`config.mk`:
```
export PLATFORM = sky130hd
export DESIGN_NAME = chrom_fitness_evaluator
export DESIGN_NICKNAME = d
export VERILOG_FILES = /design/src/rtl/ga_eval_pkg.sv /design/src/rtl/error_accumulator.sv /design/src/rtl/chrom_fitness_evaluator.sv
export SDC_FILE = /design/constraint.sdc
export NUM_CORES = 1
export LEC_CHECK = 0
export ABC_CLOCK_PERIOD_IN_PS = 10200
export CAP_MARGIN = 15
export CORE_AREA = 2 2 732 734
export CTS_BUF_LIST = sky130_fd_sc_hd__clkbuf_2 sky130_fd_sc_hd__clkbuf_4 sky130_fd_sc_hd__clkbuf_8
export DETAILED_ROUTE_END_ITERATION = 6
export DIE_AREA = 0 0 734 736
export SYNTH_ARGS = -nofsm -noshare
export SYNTH_HDL_FRONTEND = slang
export SYNTH_SLANG_ARGS = --single-unit
```
`constraint.sdc`:
```
create_clock -name clk -period 10.2 [get_ports clk]
set_input_delay 1.53 -clock clk [delete_from_list [all_inputs] [get_ports clk]]
set_output_delay 1.53 -clock clk [all_outputs]
set_load 0.05 [all_outputs]
```
`src/rtl/ga_eval_pkg.sv`:
```
// ga_eval_pkg: shared sizes, evaluator state encoding and packed-word selectors.
package ga_eval_pkg;
    localparam int MAX_SEQ = 16;
    localparam int N_OUT   = 8;
    localparam int WORD_W  = 32;
    localparam int IDX_W   = $clog2(MAX_SEQ);
    localparam int CNT_W   = IDX_W + 1;

    typedef enum logic [2:0] {IDLE, APPLY, SAMPLE, DONE, RELEASE} state_t;

    function automatic logic [WORD_W-1:0] word_sel(input logic [MAX_SEQ*WORD_W-1:0] v,
                                                   input logic [IDX_W-1:0] i);
        return v[i*WORD_W +: WORD_W];
    endfunction

    function automatic logic [N_OUT-1:0] bits_sel(input logic [MAX_SEQ*WORD_W-1:0] v,
                                                  input logic [IDX_W-1:0] i);
        return v[i*WORD_W +: N_OUT];
    endfunction
endpackage

```
`src/rtl/error_accumulator.sv`:
```
// error_accumulator: N_OUT saturating mismatch counters, cleared at run start.
module error_accumulator
    import ga_eval_pkg::*;
(
    input  logic                    clk,
    input  logic                    reset,
    input  logic                    clear,
    input  logic                    enable,
    input  logic [N_OUT-1:0]        mismatch,
    output logic [N_OUT*WORD_W-1:0] sums
);
    logic [N_OUT-1:0][WORD_W-1:0] sum_q;

    assign sums = sum_q;

    always_ff @(posedge clk) begin
        if (reset || clear)
            sum_q <= '0;
        else if (enable)
            for (int k = 0; k < N_OUT; k++)
                if (mismatch[k] && !(&sum_q[k]))
                    sum_q[k] <= sum_q[k] + 1'b1;
    end
endmodule

```
`src/rtl/chrom_fitness_evaluator.sv`:
```
// chrom_fitness_evaluator: drives the candidate circuit with each test vector,
// scores masked output mismatches, and runs the start/done/feedback handshake.
module chrom_fitness_evaluator
    import ga_eval_pkg::*;
#(
    parameter int SETTLE_CYCLES = 4
) (
    input  logic                     clk,
    input  logic                     reset,
    input  logic                     start_processing_chrom,
    input  logic                     done_processing_feedback,
    input  logic [WORD_W-1:0]        sequences_to_process,
    input  logic [MAX_SEQ*WORD_W-1:0] input_sequence,
    input  logic [MAX_SEQ*WORD_W-1:0] expected_output,
    input  logic [MAX_SEQ*WORD_W-1:0] valid_output,
    input  logic [N_OUT-1:0]         circuit_out,
    output logic [WORD_W-1:0]        circuit_in,
    output logic                     ready_to_process,
    output logic                     done_processing_chrom,
    output logic [N_OUT*WORD_W-1:0]  error_sum
);
    state_t           state;
    logic [IDX_W-1:0] idx;
    logic [7:0]       settle;
    logic [CNT_W-1:0] n;
    logic             last;
    logic [N_OUT-1:0] mismatch;

    assign n = (sequences_to_process > WORD_W'(MAX_SEQ)) ? CNT_W'(MAX_SEQ)
                                                          : sequences_to_process[CNT_W-1:0];
    assign last     = ({1'b0, idx} == n - 1'b1);
    assign mismatch = (circuit_out ^ bits_sel(expected_output, idx)) & bits_sel(valid_output, idx);

    assign ready_to_process      = (state == IDLE);
    assign done_processing_chrom = (state == DONE);

    error_accumulator u_acc (
        .clk      (clk),
        .reset    (reset),
        .clear    (state == IDLE && start_processing_chrom),
        .enable   (state == SAMPLE),
        .mismatch (mismatch),
        .sums     (error_sum)
    );

    always_ff @(posedge clk) begin
        if (reset) begin
            state      <= IDLE;
            idx        <= '0;
            settle     <= '0;
            circuit_in <= '0;
        end else begin
            case (state)
                IDLE: if (start_processing_chrom) begin
                    idx    <= '0;
                    settle <= '0;
                    if (n == '0) begin
                        state <= DONE;
                    end else begin
                        circuit_in <= word_sel(input_sequence, '0);
                        state      <= APPLY;
                    end
                end
                APPLY: if (settle == 8'(SETTLE_CYCLES - 1)) begin
                    settle <= '0;
                    state  <= SAMPLE;
                end else begin
                    settle <= settle + 1'b1;
                end
                SAMPLE: if (last) begin
                    state <= DONE;
                end else begin
                    idx        <= idx + 1'b1;
                    circuit_in <= word_sel(input_sequence, idx + 1'b1);
                    state      <= APPLY;
                end
                DONE: if (done_processing_feedback) state <= RELEASE;
                // a start still held from the finished run must drop before re-arming
                RELEASE: if (!start_processing_chrom && !done_processing_feedback) state <= IDLE;
                default: state <= IDLE;
            endcase
        end
    end
endmodule

```
# Yosys cells after proc, flatten, opt, wreduce, memory -nomap -nowiden
# Index checks and enable logic that the tools add are counted.
# totals
register_bits	303
latchBits	0
ram_bits	0
romBits	0
in_bits	1580
out_inout_bits	290
elab_cells	104
n_memories	0
# op_classes
n_addsub	11
multipliers	0
div_mod_pow	0
order_cmp	1
n_eq_ne	12
shift	3
n_mux	18
bitwise	2
reduce_logical	45
# op_table
cell	n
indexed part select 512 x 10 -> 8 bit	2
indexed part select 512 x 10 -> 32 bit	1
adder 32 x 1 -> 32 bit, second input constant	8
AND reduction 32 bit	8
2-to-1 mux 32 bit	3
one-hot mux 32 bit (2 select lines)	1
> comparator 32 x 5 -> 1 bit, second input constant	1
AND reduction 2 bit	9
2-to-1 mux 8 bit	2
one-hot mux 8 bit (2 select lines)	1
one-hot mux 3 bit (5 select lines)	1
2-to-1 mux 3 bit	4
inequality test 2 bit, second input constant	6
logical AND 1 bit	10
zero test 1 bit	10
adder 8 x 1 -> 8 bit, second input constant	1
bitwise AND 8 bit	1
equality test 8 x 2 -> 1 bit, second input constant	1
2-to-1 mux 4 bit	2
one-hot mux 4 bit (2 select lines)	1
AND reduction 4 bit	2
bitwise XOR 8 bit	1
equality test 3 x 2 -> 1 bit, second input constant	2
equality test 4 x 5 -> 1 bit	1
11 further kinds	13

# Longest topological paths before layout
# logic_depth
depth_word	6
mapped_depth	15
ltp_nobuf	13

# Modules after synthesis
# From an unflattened synthesis, not the netlist that was laid out.
# hier_totals
cells_unflattened	2385
area_unflattened_um2	21767.1
# modules_own_cells
module	instances	cells_per_inst	area_per_inst_um2	seq_area_each_um2
error_accumulator	1	1608	13057.5	5124.9
chrom_fitness_evaluator	1	777	8709.6	940.9

# Worst setup path before layout
# OpenSTA, ideal clock, no wires.
# synth_timing
path_type	input to register
start	input sequences_to_process[20]
end	register circuit_in[0]
setup_ns	0.144
t_arrival_ns	4.527
required_time_ns	10.056
slack_ns	5.529
cell_stages	14
path_buffers	1
cell_sequence	nor4_1 -> nand4_1 -> nor3_1 -> nand2_1 -> ha_1 -> xnor2_1 -> o32a_1 -> or4_1 -> a2111o_1 -> o21ai_2 -> nand2_1 -> buf_2 -> nor2_1 -> nor4_2
# synth_between
elab_chain_cells	6
elab_cells_between_ends	8
classes_between	add/sub: 1; order compare: 1; eq/ne: 3; mux: 1; reduce/logical: 2
# synth_rtl
element	line	source
from (decl)	chrom_fitness_evaluator.sv:12	input logic [WORD_W-1:0] sequences_to_process,
> comparator 32 x 5 -> 1 bit *	chrom_fitness_evaluator.sv:29	assign n = (sequences_to_process > WORD_W'(MAX_SEQ)) ? CNT_W'(MAX_SEQ)
2-to-1 mux 5 bit *	chrom_fitness_evaluator.sv:29	
subtractor 5 x 1 -> 5 bit	chrom_fitness_evaluator.sv:31	assign last = ({1'b0, idx} == n - 1'b1);
equality test 4 x 5 -> 1 bit	chrom_fitness_evaluator.sv:31	
inequality test 2 bit (no source line)	n/a	
AND reduction 4 bit (no source line) *	n/a	
to (signal assigned)	chrom_fitness_evaluator.sv:60	circuit_in <= word_sel(input_sequence, '0);
to (signal assigned)	chrom_fitness_evaluator.sv:74	circuit_in <= word_sel(input_sequence, idx + 1'b1);
to (decl)	chrom_fitness_evaluator.sv:17	output logic [WORD_W-1:0] circuit_in,
# Mark *: on every way between the ends. The rest lies on a longest branch, timed or not.
# A chain may end at the register's enable or synchronous reset.

# Final worst setup path
# layout_timing
start	input sequences_to_process[14]
end	register circuit_in[0]
# Same word-level chain as after synthesis.

==> results by group <==
Run status
  – Status: finished clean

STA
  – Number of hold violations in the final report: 0
  – Worst rel slew slack: 20.7%
  – Hold Slack: 0.492 ns
  – Final Max Slew Viols: 0
  – Tcrit/Tclk final: 57.6%
  – Worst-margin pin slew: 1.19 ns
  – Worst setup margin: 4.33 ns
  – # setup viols final: 0
  – Highest Clock Rate: 0.170 GHz
  – Setup_tns: 0 ns
  – Clk_skew: 0.107 ns
  – RSZ-0062 raised after global routing: no
  – Fin crit period: 5.87 ns

Power
  – Peak VDD IR: 0.0689 mV
  – Pwr Density: 102 nW/um^2
  – Pleak: 11.0 nW

Global route
  – All-Layer GR Usage: 9.22%
  – Met1 Usage GRT: 9.91%
  – First-pass GRT wire length: 304000 um
  – Vias in the first global route: 22244
  – GRT busiest layer: met2
  – Met2 usage: 16.0%
  – Largest net degree at the start of global routing: 106
  – Antenna violations before repair: 239
  – GRT met3 Usage: 4.39%
  – Grt total ovfl: 0

Clock tree
  – Longest Clk Path Bufs: 4
  – CTS tree: built
  – Clk slew on worst S/H paths: 0.06 ns
  – CTS root buf: clkbuf_8
  – Post-CTS sizing: 0
  – CTS Buf Count: 76
  – Clock Latency Late Sink: 0.93 ns
  – # Post-CTS Setup Buffers: 0
  – H-Tree Depth: 3
  – Sink Count: 303
  – Cts hold-fix bufs: 0

Detailed routing
  – Drt total wl: 259000 um
  – Pre-antenna DRT Iters: 5
  – Vias per std cell: 2.28
  – DR vias: 23541
  – DRC Markers: 0
  – WL per Instance: 25.1 um
  – ANT nets after route: 0
  – DRT iter0 DRCs: 1413

Floorplan
  – Die Footprint: 540000 um^2
  – Die Width: 734 um
  – I/O Pins: 1870
  – Core box area: 532000 um^2
  – Initial Util: 3.81%
  – Die height: 736 um
  – Number of cell rows: 268

Min path
  – Class of the worst hold path: flop to flop

Cells and area
  – Post-layout util: 7.84%
  – Area Overhead vs Synth: 106%
  – Fraction of layout cells with a size suffix above 1: 14.1%
  – Post-route insts no fill: 10343
  – Final #Nets: 4768

Critical path
  – Critical Path RT: 10.92 ns
  – Setup crit start kind: primary input
  – Arr. time, crit path: 6.59 ns
  – CP Capture Type: flop
  – Max FO, Critical Path: 32
  – Kind of critical path: primary input to flop

Placement
  – Place WS: 3.29 ns
  – Final HPWL DP: 234000 um
  – Placed insts: 10119
  – Global placement routability congestion: 0.923
  – I/O Buffers: 1101

Yosys
  – Synth area leader: dfxtp_1
  – Post-synth ARST share: 0%
  – Mapped Cells: 2094
  – Largest cells by area after synthesis: dfxtp_1 30%, mux4_2 24%, nor2_1 6.2%
  – Yosys reg bits: 303
  – Synth unique cells: 68
  – Mean Syn Cell Area: 9.67 um^2
  – Post-synth top area share: 30.0%
  – Syn_nets: 3685
  – YS warnings: 0
  – Commonest cells in the netlist: 336 x nor2_1, 303 x dfxtp_1, 219 x mux4_2, 140 x nand2_1, 116 x nand3_1
  – Main synth FF type: dfxtp_1
  – Seq/Total Area, Yosys: 30.0%
  – Post-synth EDFFs: 0
  – Mapped Area: 20200 um^2
  – Top-count cell post-synth: nor2_1

Flow run
  – MaxCap Viol Count: 0
==> layout by cell type (no fill, tap or decap), types with 26 or more instances in the layout <==
cell type        instances
or3_1                   50
dfxtp_1                299
nand3_1                116
diode_2                 96
inv_1                   28
xor2_1                 101
o21ai_0                 60
nor2_1                 333
clkbuf_8                92
a21oi_1                 81
xnor2_1                 78
nor4_1                  45
clkdlybuf4s50_1       1087
and2_1                  26
nor3_1                  40
mux4_2                 219
nand2_1                139
and3_1                  40
buf_4                   55
nand4_1                 78
==> stage by stage <==
| step | instance area, um^2 | total power, mW |
|---|---|---|
| 2_1_floorplan | 20200 | 1.71 |
| 3_3_place_gp | 39800 | 2.48 |
| 3_5_place_dp | 39800 | 2.49 |
| 4_1_cts | 41500 | 4.42 |
| 5_1_grt | 41600 | 4.45 |
| 6_report | 41700 | 4.25 |
==> state kept, by name, summed over array words and instances (netlist names) <==
signal and count:
idx 4, state 3, circuit_in 32, settle 8, u_acc.sums 256
==> logic make-up (layout without fill, tap and decap cells) <==
| logic type | Yosys count | in the layout | synth area share [%] |
|---|---|---|---|
| flip-flops | 303 | 303 | 30.0 |
| AO/OA/AOI/OAI | 188 | 188 | 5.42 |
| XOR/XNOR | 185 | 185 | 8.08 |
| AND/OR/NAND/NOR | 984 | 984 | 24.6 |
| buffers and inverters | 167 | 1300 | 4.13 |
| other | 0 | 96 | 0 |
| multiplexers | 256 | 256 | 27.1 |
| adder cells (fa/ha/maj) | 11 | 11 | 0.680 |
==> layer usage <==
layer | share of wire (%) | up-vias
met5 | 0.28 | -
met4 | 3.9 | 114
met3 | 11 | 578
met2 | 48 | 1449
met1 | 37 | 11264
li1 | - | 10136
==> final cells by class <==
| cell class | instances | area (um^2) |
|---|---|---|
| Fill cell | 61971 | 490000 |
| Antenna cell | 96 | 240 |
| Clock inverter | 17 | 278 |
| Multi-Input combinational cell | 1624 | 13500 |
| Tap cell | 7020 | 8780 |
| Sequential cell | 303 | 6080 |
| Clock buffer | 111 | 1410 |
| Timing Repair Buffer | 1144 | 11300 |
| Inverter | 28 | 105 |
==> where the power goes <==
part / leakage, nW / total, mW / internal [mW] / switching (mW)
Clock: 0.881 / 1.83 / 1.06 / 0.772
Sequential: 2.45 / 1.24 / 1.21 / 0.0244
Combinational: 7.70 / 1.18 / 0.535 / 0.648
==> worst max-delay path: stages <==
cell	delay, ns
clkdlybuf4s50_1	0.45
nor4_1	0.58
nand3_1	0.24
nor3_1	0.27
nand2_1	0.09
ha_1	0.26
xnor2_1	0.15
o32a_1	0.36
or4_1	0.42
a2111o_1	0.64
o21ai_4	0.23
buf_4	0.37
nand2_4	0.52
nor2_1	0.30
nor4_2	0.08
==> worst paths after layout <==
path | from | endpoint | slack (ns) | cells after the start
worst max-delay path | sequences_to_process[14] | circuit_in[0] | 4.33 | 15
worst min-delay path | settle[7] | settle[7] | 0.49 | 2
worst max register to register | idx[0] | u_acc.sums[77] | 4.62 | 10
worst min register to register | settle[7] | settle[7] | 0.49 | 2
(Power assumes the default switching activity.)
